==> src/rtl/axil_pkg.sv <==
// Shared types and register map constants for the AXI4-Lite CSR slave.
package axil_pkg;

    typedef enum logic [1:0] {
        RESP_OKAY   = 2'b00,
        RESP_SLVERR = 2'b10
    } resp_t;

    typedef enum logic {
        W_IDLE,
        W_RESP
    } wr_state_t;

    typedef enum logic {
        R_IDLE,
        R_DATA
    } rd_state_t;

    localparam int CTRL_IDX       = 0;
    localparam int STATUS_IDX     = 1;
    localparam int CTRL_START_BIT = 0;

endpackage

==> src/rtl/axil_wr_ctrl.sv <==
// AXI4-Lite write channel: independent AW/W capture, commit strobe and B response.
// Byte strobes come from the bus only when AXIL_WSTRB_EN is defined.
module axil_wr_ctrl
    import axil_pkg::*;
#(
    parameter int DATA_WIDTH = 32,
    parameter int NUM_REGS   = 8,
    parameter int ADDR_LSB   = 2,
    localparam int IDX_W     = $clog2(NUM_REGS),
    localparam int STRB_W    = DATA_WIDTH / 8
) (
    input  logic                  aclk,
    input  logic                  aresetn,
    input  logic [31:0]           awaddr,
    input  logic                  awvalid,
    output logic                  awready,
    input  logic [DATA_WIDTH-1:0] wdata,
`ifdef AXIL_WSTRB_EN
    input  logic [STRB_W-1:0]     wstrb,
`endif
    input  logic                  wvalid,
    output logic                  wready,
    output logic                  bvalid,
    input  logic                  bready,
    output logic [1:0]            bresp,
    output logic                  commit_ok,
    output logic [IDX_W-1:0]      commit_idx,
    output logic [DATA_WIDTH-1:0] commit_data,
    output logic [STRB_W-1:0]     commit_strb
);

    wr_state_t             state_q, state_d;
    logic                  aw_held_q, aw_held_d;
    logic                  w_held_q, w_held_d;
    logic                  awready_q, awready_d;
    logic                  wready_q, wready_d;
    logic                  bvalid_q, bvalid_d;
    resp_t                 bresp_q, bresp_d;
    logic [31:0]           awaddr_q;
    logic [DATA_WIDTH-1:0] wdata_q;
    logic [STRB_W-1:0]     wstrb_q;

    logic                  aw_hs, w_hs, have_aw, have_w, commit, in_range;
    logic [31:0]           cur_addr;
    logic [STRB_W-1:0]     cur_strb;

    assign aw_hs    = awvalid && awready_q;
    assign w_hs     = wvalid && wready_q;
    assign have_aw  = aw_held_q || aw_hs;
    assign have_w   = w_held_q || w_hs;
    // A beat accepted this very edge is used directly so AW+W together commit immediately.
    assign cur_addr = aw_hs ? awaddr : awaddr_q;
    assign in_range = (cur_addr >> ADDR_LSB) < 32'(NUM_REGS);

`ifdef AXIL_WSTRB_EN
    assign cur_strb = w_hs ? wstrb : wstrb_q;
`else
    assign cur_strb = '1;
`endif

    always_comb begin
        state_d   = state_q;
        aw_held_d = aw_held_q;
        w_held_d  = w_held_q;
        awready_d = awready_q;
        wready_d  = wready_q;
        bvalid_d  = bvalid_q;
        bresp_d   = bresp_q;
        commit    = 1'b0;
        case (state_q)
            W_IDLE: begin
                if (have_aw && have_w) begin
                    commit    = 1'b1;
                    state_d   = W_RESP;
                    aw_held_d = 1'b0;
                    w_held_d  = 1'b0;
                    awready_d = 1'b0;
                    wready_d  = 1'b0;
                    bvalid_d  = 1'b1;
                    bresp_d   = in_range ? RESP_OKAY : RESP_SLVERR;
                end else begin
                    aw_held_d = have_aw;
                    w_held_d  = have_w;
                    awready_d = !have_aw;
                    wready_d  = !have_w;
                end
            end
            W_RESP: begin
                if (bready) begin
                    state_d   = W_IDLE;
                    bvalid_d  = 1'b0;
                    awready_d = 1'b1;
                    wready_d  = 1'b1;
                end
            end
            default: state_d = W_IDLE;
        endcase
    end

    always_ff @(posedge aclk) begin
        if (!aresetn) begin
            state_q   <= W_IDLE;
            aw_held_q <= 1'b0;
            w_held_q  <= 1'b0;
            awready_q <= 1'b0;
            wready_q  <= 1'b0;
            bvalid_q  <= 1'b0;
            bresp_q   <= RESP_OKAY;
        end else begin
            state_q   <= state_d;
            aw_held_q <= aw_held_d;
            w_held_q  <= w_held_d;
            awready_q <= awready_d;
            wready_q  <= wready_d;
            bvalid_q  <= bvalid_d;
            bresp_q   <= bresp_d;
        end
    end

    always_ff @(posedge aclk) begin
        if (aw_hs) awaddr_q <= awaddr;
        if (w_hs) begin
            wdata_q <= wdata;
            wstrb_q <= cur_strb;
        end
    end

    assign awready     = awready_q;
    assign wready      = wready_q;
    assign bvalid      = bvalid_q;
    assign bresp       = bresp_q;
    assign commit_ok   = commit && in_range;
    assign commit_idx  = cur_addr[ADDR_LSB +: IDX_W];
    assign commit_data = w_hs ? wdata : wdata_q;
    assign commit_strb = cur_strb;

endmodule

==> src/rtl/axil_csr_slave.sv <==
// AXI4-Lite CSR bank: CTRL with start pulse, live STATUS, RW config registers.
// Optional AXIL_WSTRB_EN adds a wstrb port for byte-lane writes.
module axil_csr_slave
    import axil_pkg::*;
#(
    parameter int DATA_WIDTH = 32,
    parameter int NUM_REGS   = 8,
    parameter int ADDR_LSB   = 2
) (
    input  logic                           aclk,
    input  logic                           aresetn,
    input  logic [31:0]                    awaddr,
    input  logic                           awvalid,
    output logic                           awready,
    input  logic [DATA_WIDTH-1:0]          wdata,
`ifdef AXIL_WSTRB_EN
    input  logic [DATA_WIDTH/8-1:0]        wstrb,
`endif
    input  logic                           wvalid,
    output logic                           wready,
    output logic                           bvalid,
    input  logic                           bready,
    output logic [1:0]                     bresp,
    input  logic [31:0]                    araddr,
    input  logic                           arvalid,
    output logic                           arready,
    output logic [DATA_WIDTH-1:0]          rdata,
    output logic [1:0]                     rresp,
    output logic                           rvalid,
    input  logic                           rready,
    output logic [NUM_REGS*DATA_WIDTH-1:0] cfg_o,
    output logic                           start_o,
    input  logic [DATA_WIDTH-1:0]          sts_i
);

    localparam int IDX_W  = $clog2(NUM_REGS);
    localparam int STRB_W = DATA_WIDTH / 8;

    logic                  wc_ok;
    logic [IDX_W-1:0]      wc_idx;
    logic [DATA_WIDTH-1:0] wc_data;
    logic [STRB_W-1:0]     wc_strb;

    axil_wr_ctrl #(
        .DATA_WIDTH(DATA_WIDTH),
        .NUM_REGS  (NUM_REGS),
        .ADDR_LSB  (ADDR_LSB)
    ) u_wr_ctrl (
        .aclk       (aclk),
        .aresetn    (aresetn),
        .awaddr     (awaddr),
        .awvalid    (awvalid),
        .awready    (awready),
        .wdata      (wdata),
`ifdef AXIL_WSTRB_EN
        .wstrb      (wstrb),
`endif
        .wvalid     (wvalid),
        .wready     (wready),
        .bvalid     (bvalid),
        .bready     (bready),
        .bresp      (bresp),
        .commit_ok  (wc_ok),
        .commit_idx (wc_idx),
        .commit_data(wc_data),
        .commit_strb(wc_strb)
    );

    logic [DATA_WIDTH-1:0] regs_q [NUM_REGS];
    logic [DATA_WIDTH-1:0] wr_merged;
    logic                  start_q, start_d;

    always_comb begin
        wr_merged = regs_q[wc_idx];
        for (int b = 0; b < STRB_W; b++) begin
            if (wc_strb[b]) wr_merged[b*8 +: 8] = wc_data[b*8 +: 8];
        end
        // START is a pulse, never stored.
        if (wc_idx == IDX_W'(CTRL_IDX)) wr_merged[CTRL_START_BIT] = 1'b0;
        start_d = wc_ok && (wc_idx == IDX_W'(CTRL_IDX)) && wc_data[CTRL_START_BIT]
                  && wc_strb[CTRL_START_BIT/8];
    end

    always_ff @(posedge aclk) begin
        if (!aresetn) begin
            for (int i = 0; i < NUM_REGS; i++) regs_q[i] <= '0;
            start_q <= 1'b0;
        end else begin
            start_q <= start_d;
            if (wc_ok && wc_idx != IDX_W'(STATUS_IDX)) regs_q[wc_idx] <= wr_merged;
        end
    end

    always_comb begin
        for (int i = 0; i < NUM_REGS; i++) cfg_o[i*DATA_WIDTH +: DATA_WIDTH] = regs_q[i];
    end

    assign start_o = start_q;

    rd_state_t             rd_state_q, rd_state_d;
    logic                  arready_q, arready_d;
    logic                  rvalid_q, rvalid_d;
    logic [DATA_WIDTH-1:0] rdata_q, rdata_d, rd_value;
    resp_t                 rresp_q, rresp_d;
    logic                  ar_hs, ar_ok;
    logic [IDX_W-1:0]      ar_idx;

    assign ar_hs  = arvalid && arready_q;
    assign ar_idx = araddr[ADDR_LSB +: IDX_W];
    assign ar_ok  = (araddr >> ADDR_LSB) < 32'(NUM_REGS);

    always_comb begin
        rd_value = '0;
        if (ar_ok) begin
            if (ar_idx == IDX_W'(STATUS_IDX)) rd_value = sts_i;
            else                              rd_value = regs_q[ar_idx];
        end

        rd_state_d = rd_state_q;
        arready_d  = arready_q;
        rvalid_d   = rvalid_q;
        rdata_d    = rdata_q;
        rresp_d    = rresp_q;
        case (rd_state_q)
            R_IDLE: begin
                arready_d = 1'b1;
                if (ar_hs) begin
                    rd_state_d = R_DATA;
                    arready_d  = 1'b0;
                    rvalid_d   = 1'b1;
                    rdata_d    = rd_value;
                    rresp_d    = ar_ok ? RESP_OKAY : RESP_SLVERR;
                end
            end
            R_DATA: begin
                if (rready) begin
                    rd_state_d = R_IDLE;
                    arready_d  = 1'b1;
                    rvalid_d   = 1'b0;
                end
            end
            default: rd_state_d = R_IDLE;
        endcase
    end

    always_ff @(posedge aclk) begin
        if (!aresetn) begin
            rd_state_q <= R_IDLE;
            arready_q  <= 1'b0;
            rvalid_q   <= 1'b0;
            rdata_q    <= '0;
            rresp_q    <= RESP_OKAY;
        end else begin
            rd_state_q <= rd_state_d;
            arready_q  <= arready_d;
            rvalid_q   <= rvalid_d;
            rdata_q    <= rdata_d;
            rresp_q    <= rresp_d;
        end
    end

    assign arready = arready_q;
    assign rvalid  = rvalid_q;
    assign rdata   = rdata_q;
    assign rresp   = rresp_q;

endmodule

==> config.mk <==
export PLATFORM = sky130hd
export DESIGN_NAME = axil_csr_slave
export DESIGN_NICKNAME = d
export VERILOG_FILES = /design/src/rtl/axil_pkg.sv /design/src/rtl/axil_wr_ctrl.sv /design/src/rtl/axil_csr_slave.sv
export SDC_FILE = /design/constraint.sdc
export NUM_CORES = 1
export LEC_CHECK = 0
export ABC_CLOCK_PERIOD_IN_PS = 4730
export CORE_ASPECT_RATIO = 1.5
export CORE_MARGIN = 2
export CORE_UTILIZATION = 43
export DETAILED_ROUTE_END_ITERATION = 16
export GPL_TIMING_DRIVEN = 0
export PLACE_DENSITY = 0.82
export SYNTH_ARGS = -nofsm -noshare
export SYNTH_HDL_FRONTEND = slang
export SYNTH_SLANG_ARGS = --single-unit
==> constraint.sdc <==
create_clock -name aclk -period 4.73 [get_ports aclk]
set_input_delay 0.7095 -clock aclk [delete_from_list [all_inputs] [get_ports aclk]]
set_output_delay 0.7095 -clock aclk [all_outputs]
set_load 0.01 [all_outputs]
== After elaboration in Yosys (flattened, before gate mapping) ==
Memory sizes are Yosys's and may differ from the RTL's.
Index checks and enable logic that the tools add are counted.

* Register bits after elaboration: 110
* Bits in writable memories: 256
* Input port bits: 135
* Output and inout port bits: 298
* Logic and storage cells: 82
* Memories: 1

* Order comparisons: 2
* Eq/ne operators: 6
* Multiplexer cells: 37
* Bitwise gates (word level): 2
* Reduce and logical (&&, ||, !) cells: 18

{| class="wikitable"
|+ Memory list
! memory !! words !! bits a word !! rd ports !! clocked after memory_dff !! wr ports !! RTL line !! text
|-
| regs_q || 8 || 32 || 9 || 0 || 8 || axil_csr_slave.sv:69 || <nowiki>logic [DATA_WIDTH-1:0] regs_q [NUM_REGS];</nowiki>
|}

{| class="wikitable"
|+ Operators by type and width
! cell !! number
|-
| $mux 32 || 5
|-
| $lt 30x4->1 const B || 2
|-
| $reduce_or 32->1 || 1
|-
| $mux 1 || 22
|-
| $pmux 1 s2 || 7
|-
| $logic_and 1x1->1 || 8
|-
| $reduce_and 2->1 || 4
|-
| $ne 2x2->1 const B || 3
|-
| $mux 2 || 2
|-
| $eq 3x1->1 const B || 1
|-
| $logic_not 3->1 || 1
|-
| $mux 3 || 1
|-
| $ne 3x1->1 const B || 1
|-
| $logic_not 1->1 || 2
|-
| $logic_or 1x1->1 || 2
|-
| $ne 2x1->1 const B || 1
|-
| $not 1->1 || 2
|}

== Logic depth before layout (Yosys ltp) ==
* Depth after elaboration: 12
* Mapped depth: 8
* Mapped depth without buffers: 5

== By module ==
From an unflattened synthesis, not the netlist that was laid out.

* Cells, all modules: 1,024
* Area total of the unflattened synthesis: 15,448.6 um^2

{| class="wikitable"
|+ By module, submodules not included
! module !! instances !! cells each !! area each (um^2) !! seq. area each (um^2)
|-
| axil_csr_slave || 1 || 830 || 13,018.7 || 8,428.1
|-
| axil_wr_ctrl || 1 || 194 || 2,429.8 || 1,381.3
|}

== Worst setup path after synthesis ==
Ideal clock, no wire load.

* Kind: input port to flip-flop
* Start point: input port awaddr[10]
* End point: memory regs_q[2][0], enable pin
* Setup time: 0.470 ns
* Data arrival time: 4.307 ns
* Required time: 4.260 ns
* Setup slack: -0.047 ns
* Stages on the path: 6
* Path buffers: 2
* Cells stage by stage: or4_4 > nor4_4 > nor2_2 > buf_6 > buf_6 > o31ai_1

{| class="wikitable"
|+ RTL lines
! item !! RTL line !! text
|-
| start, declared || axil_csr_slave.sv:12 || <nowiki>input logic [31:0] awaddr,</nowiki>
|-
| end, declared || axil_csr_slave.sv:69 ||
|}

==> run metrics <==
status=complete, no violations; Avg Inst Size Synth=14.4 um2; 1st-iter DRT viols=1282; Worst-Margin Slew=1.24 ns; minimum clock period after layout=4.01 ns; Setup Buffers After CTS=0; Critical Path Sink Type=register; gr ovfl total=0; Synth top cells by count=edfxtp_1 (256), nor4_1 (145), dfxtp_1 (106); Final period util=84.7%; fin. max-slew vios=0; Clock Sinks=between 300 and 400; post-layout util=slightly above 60%; Async SR Flop Fraction=0%; Fill cells=2571; NetSw=1.99 mW; clk_skew=a little over 0.009 ns; H-tree levels=2; count of different cell masters after synthesis=38; wire per inst=27.4 um; maxcap violations=0; LEAKAGE=7.54 nW; cts-stage hold buffer count=0; Vias/cell=5.95; Area Growth Syn to Fin=41.9%; DIE HEIGHT=233 um; Final Wtd Congestion=0.949; Rel. slew slack=17.1%; Critical Path Fanout Max=17; HP Class=reg2reg; CP startpoint kind=primary input; Total Routed Length=54900 um; post-CTS resize count=0; met2 usage=roughly half; Reg power frac=about 50%; logic gate share of total power=15.1%; detailed-router iteration count before antenna repair=6; placed cells=1935; yosys warns=0; post-synthesis sequential area ratio=65.4%; count leader, synth=edfxtp_1; Vias=about 12000; initial antenna violation count=3; CTS tree=done; FF+latch area=a little under 0.01 mm2; Total GRT Usage=between 20 and 30%; met1 usage=a little over a third; clock power share=36.0%; area fraction of the dominant cell type after synthesis=roughly 51%; Data arrival, critical path=4.23 ns; initial core utilization=43.7%; fraction of layout cells with a size suffix above 1=14.1%; Worst Path Required=4.96 ns; pin count of the biggest net entering global routing=42; clock root cell=clkbuf_16; multi-input logic area=0.00483 mm2; number of global-route vias before repair=approximately 12000; RSZ-0062 raised after global routing=no; Final Hold Viols=0; # setup viols final=0; Worst-path clk slew=~0.06 ns; post-route ant nets=0; Post-Syn Instances=1040; Area contributors post-synth=edfxtp_1 (51%), dfxtp_1 (14%), mux4_2 (9.6%); Net Sw Frac=between 20% and 30%; Synth Cell Area=0.0150 mm2; internal power=between 5 and 6 mW; # IOs=433; met3 Use GR=5.98%; area leader, netlist=edfxtp_1; IO buf count=roughly 420; fin nets=1682; clock buffer depth=3; die area=0.0364 mm2; total CTS buffers=35; Power per Cell Area=359 mW/mm2; final std cells w/o fill=2000; #FFs+latches synth=362; Post-synth EDFFs=around 260; Core Rows=83; die width=156 um; maximum VDD drop=roughly 370 uV; FMAX=between 0.2 and 0.25 GHz; DR DRC count=0; GR peak layer=met2; core area=between 0.03 and 0.04 mm2; CP Class=in2reg; Main synth FF type=edfxtp_1; Clock Latency Late Sink=0.52 ns; first-pass GRT wire length=between 70000 and 80000 um; DP HPWL=41000 um
-- critical path: stages --
cell and delay [ns]:
clkdlybuf4s50_1 0.44, nor4_1 0.35, nand3_1 0.18, nand2_1 0.11, nand4_1 0.57, clkbuf_1 0.49
o31ai_4 1.10, buf_16 0.25
-- per-stage QoR --
stage | hold WS [ns] | setup TNS, ns | power (mW) | worst slack [ns] | instance area, um2
floorplan | 0.441 | -9.03 | 4.34 | -0.0471 | 15100
global placement | 0.453 | -576.18 | 4.87 | -3.47 | 19900
detailed placement | 0.470 | 0 | 4.93 | 0.198 | 20200
CTS | 0.483 | 0 | 7.63 | 0.719 | 21300
global route | 0.502 | 0 | 7.85 | 0.572 | 21300
finish | 0.487 | 0 | 7.64 | 0.724 | 21300
-- cell families after synthesis --
| logic type | Yosys count | share of synthesized area (%) |
|---|---|---|
| flops | 362 | 65.4 |
| compound gates | 56 | 2.64 |
| buf+inv | 131 | 3.73 |
| mux | 157 | 16.3 |
| other cells | 1 | 0.0250 |
| simple gates | 333 | 11.8 |
-- power groups by stage --
stage / registers [mW] / clock network (mW) / logic [mW]
finish: 3.74 / 2.75 / 1.15
floorplan: 3.82 / 0 / 0.525
global route: 3.76 / 2.88 / 1.21
detailed placement: 3.80 / 0 / 1.13
global placement: 3.80 / 0 / 1.07
CTS: 3.74 / 2.75 / 1.14
-- flip-flops by register name, summed over array words and instances, names as in the netlist, 30 cells and up --
register,count
regs_q,256
rdata,32
u_wr_ctrl.wdata_q,32
u_wr_ctrl.awaddr_q,30
-- area by class of cell --
cell class                      instances  share of cell area [%]
Multi-Input combinational cell        581                    22.7
Tap cell                              425                    2.50
Clock inverter                         12                   0.441
Sequential cell                       362                    46.1
Antenna cell                            2                  0.0235
Timing Repair Buffer                  436                    20.9
Inverter                               36                   0.635
Buffer                                 95                    2.00
Clock buffer                           51                    4.69
-- cell usage in the layout, fill, tap and decap left out, drive strengths merged, types with 2 or more instances in the layout --
cell / netlist / routed
clkdlybuf4s50: 0 / 424
nor4: 146 / 146
buf: 34 / 46
diode: 0 / 2
o21ai: 5 / 5
conb: 1 / 35
a21oi: 6 / 6
a31oi: 2 / 2
inv: 36 / 37
nand2b: 3 / 3
o31ai: 6 / 6
mux4: 64 / 64
nor3: 67 / 67
nand4: 6 / 6
nor2: 86 / 86
clkinv: 0 / 9
clkbuf: 61 / 112
dfxtp: 106 / 106
nand3b: 2 / 2
a22oi: 32 / 32
mux2i: 33 / 33
mux2: 60 / 60
edfxtp: 256 / 256
nand3: 4 / 4
nand2: 14 / 14
-- final timing paths --
path                            cells past startpoint  slack [ns]                           start                             end
worst min-delay path                                1        0.49  u_wr_ctrl.awaddr_q[22]$_DFF_P_  u_wr_ctrl.awaddr_q[22]$_DFF_P_
worst min register to register                      1        0.49  u_wr_ctrl.awaddr_q[22]$_DFF_P_  u_wr_ctrl.awaddr_q[22]$_DFF_P_
worst max-delay path                                8        0.72                       awaddr[8]     regs_q[2][13]$_SDFFCE_PN0P_
worst max register to register                      6        1.06  u_wr_ctrl.awready$_SDFFE_PN0P_     regs_q[2][13]$_SDFFCE_PN0P_
-- layer usage --
metal | vias to the layer above | routed length (um)
li1 | 5070 | -
met1 | 5834 | 19100
met2 | 833 | 28200
met3 | 157 | 4860
met4 | 0 | 2650
met5 | - | 0
Power figures use the tool's default switching activity.
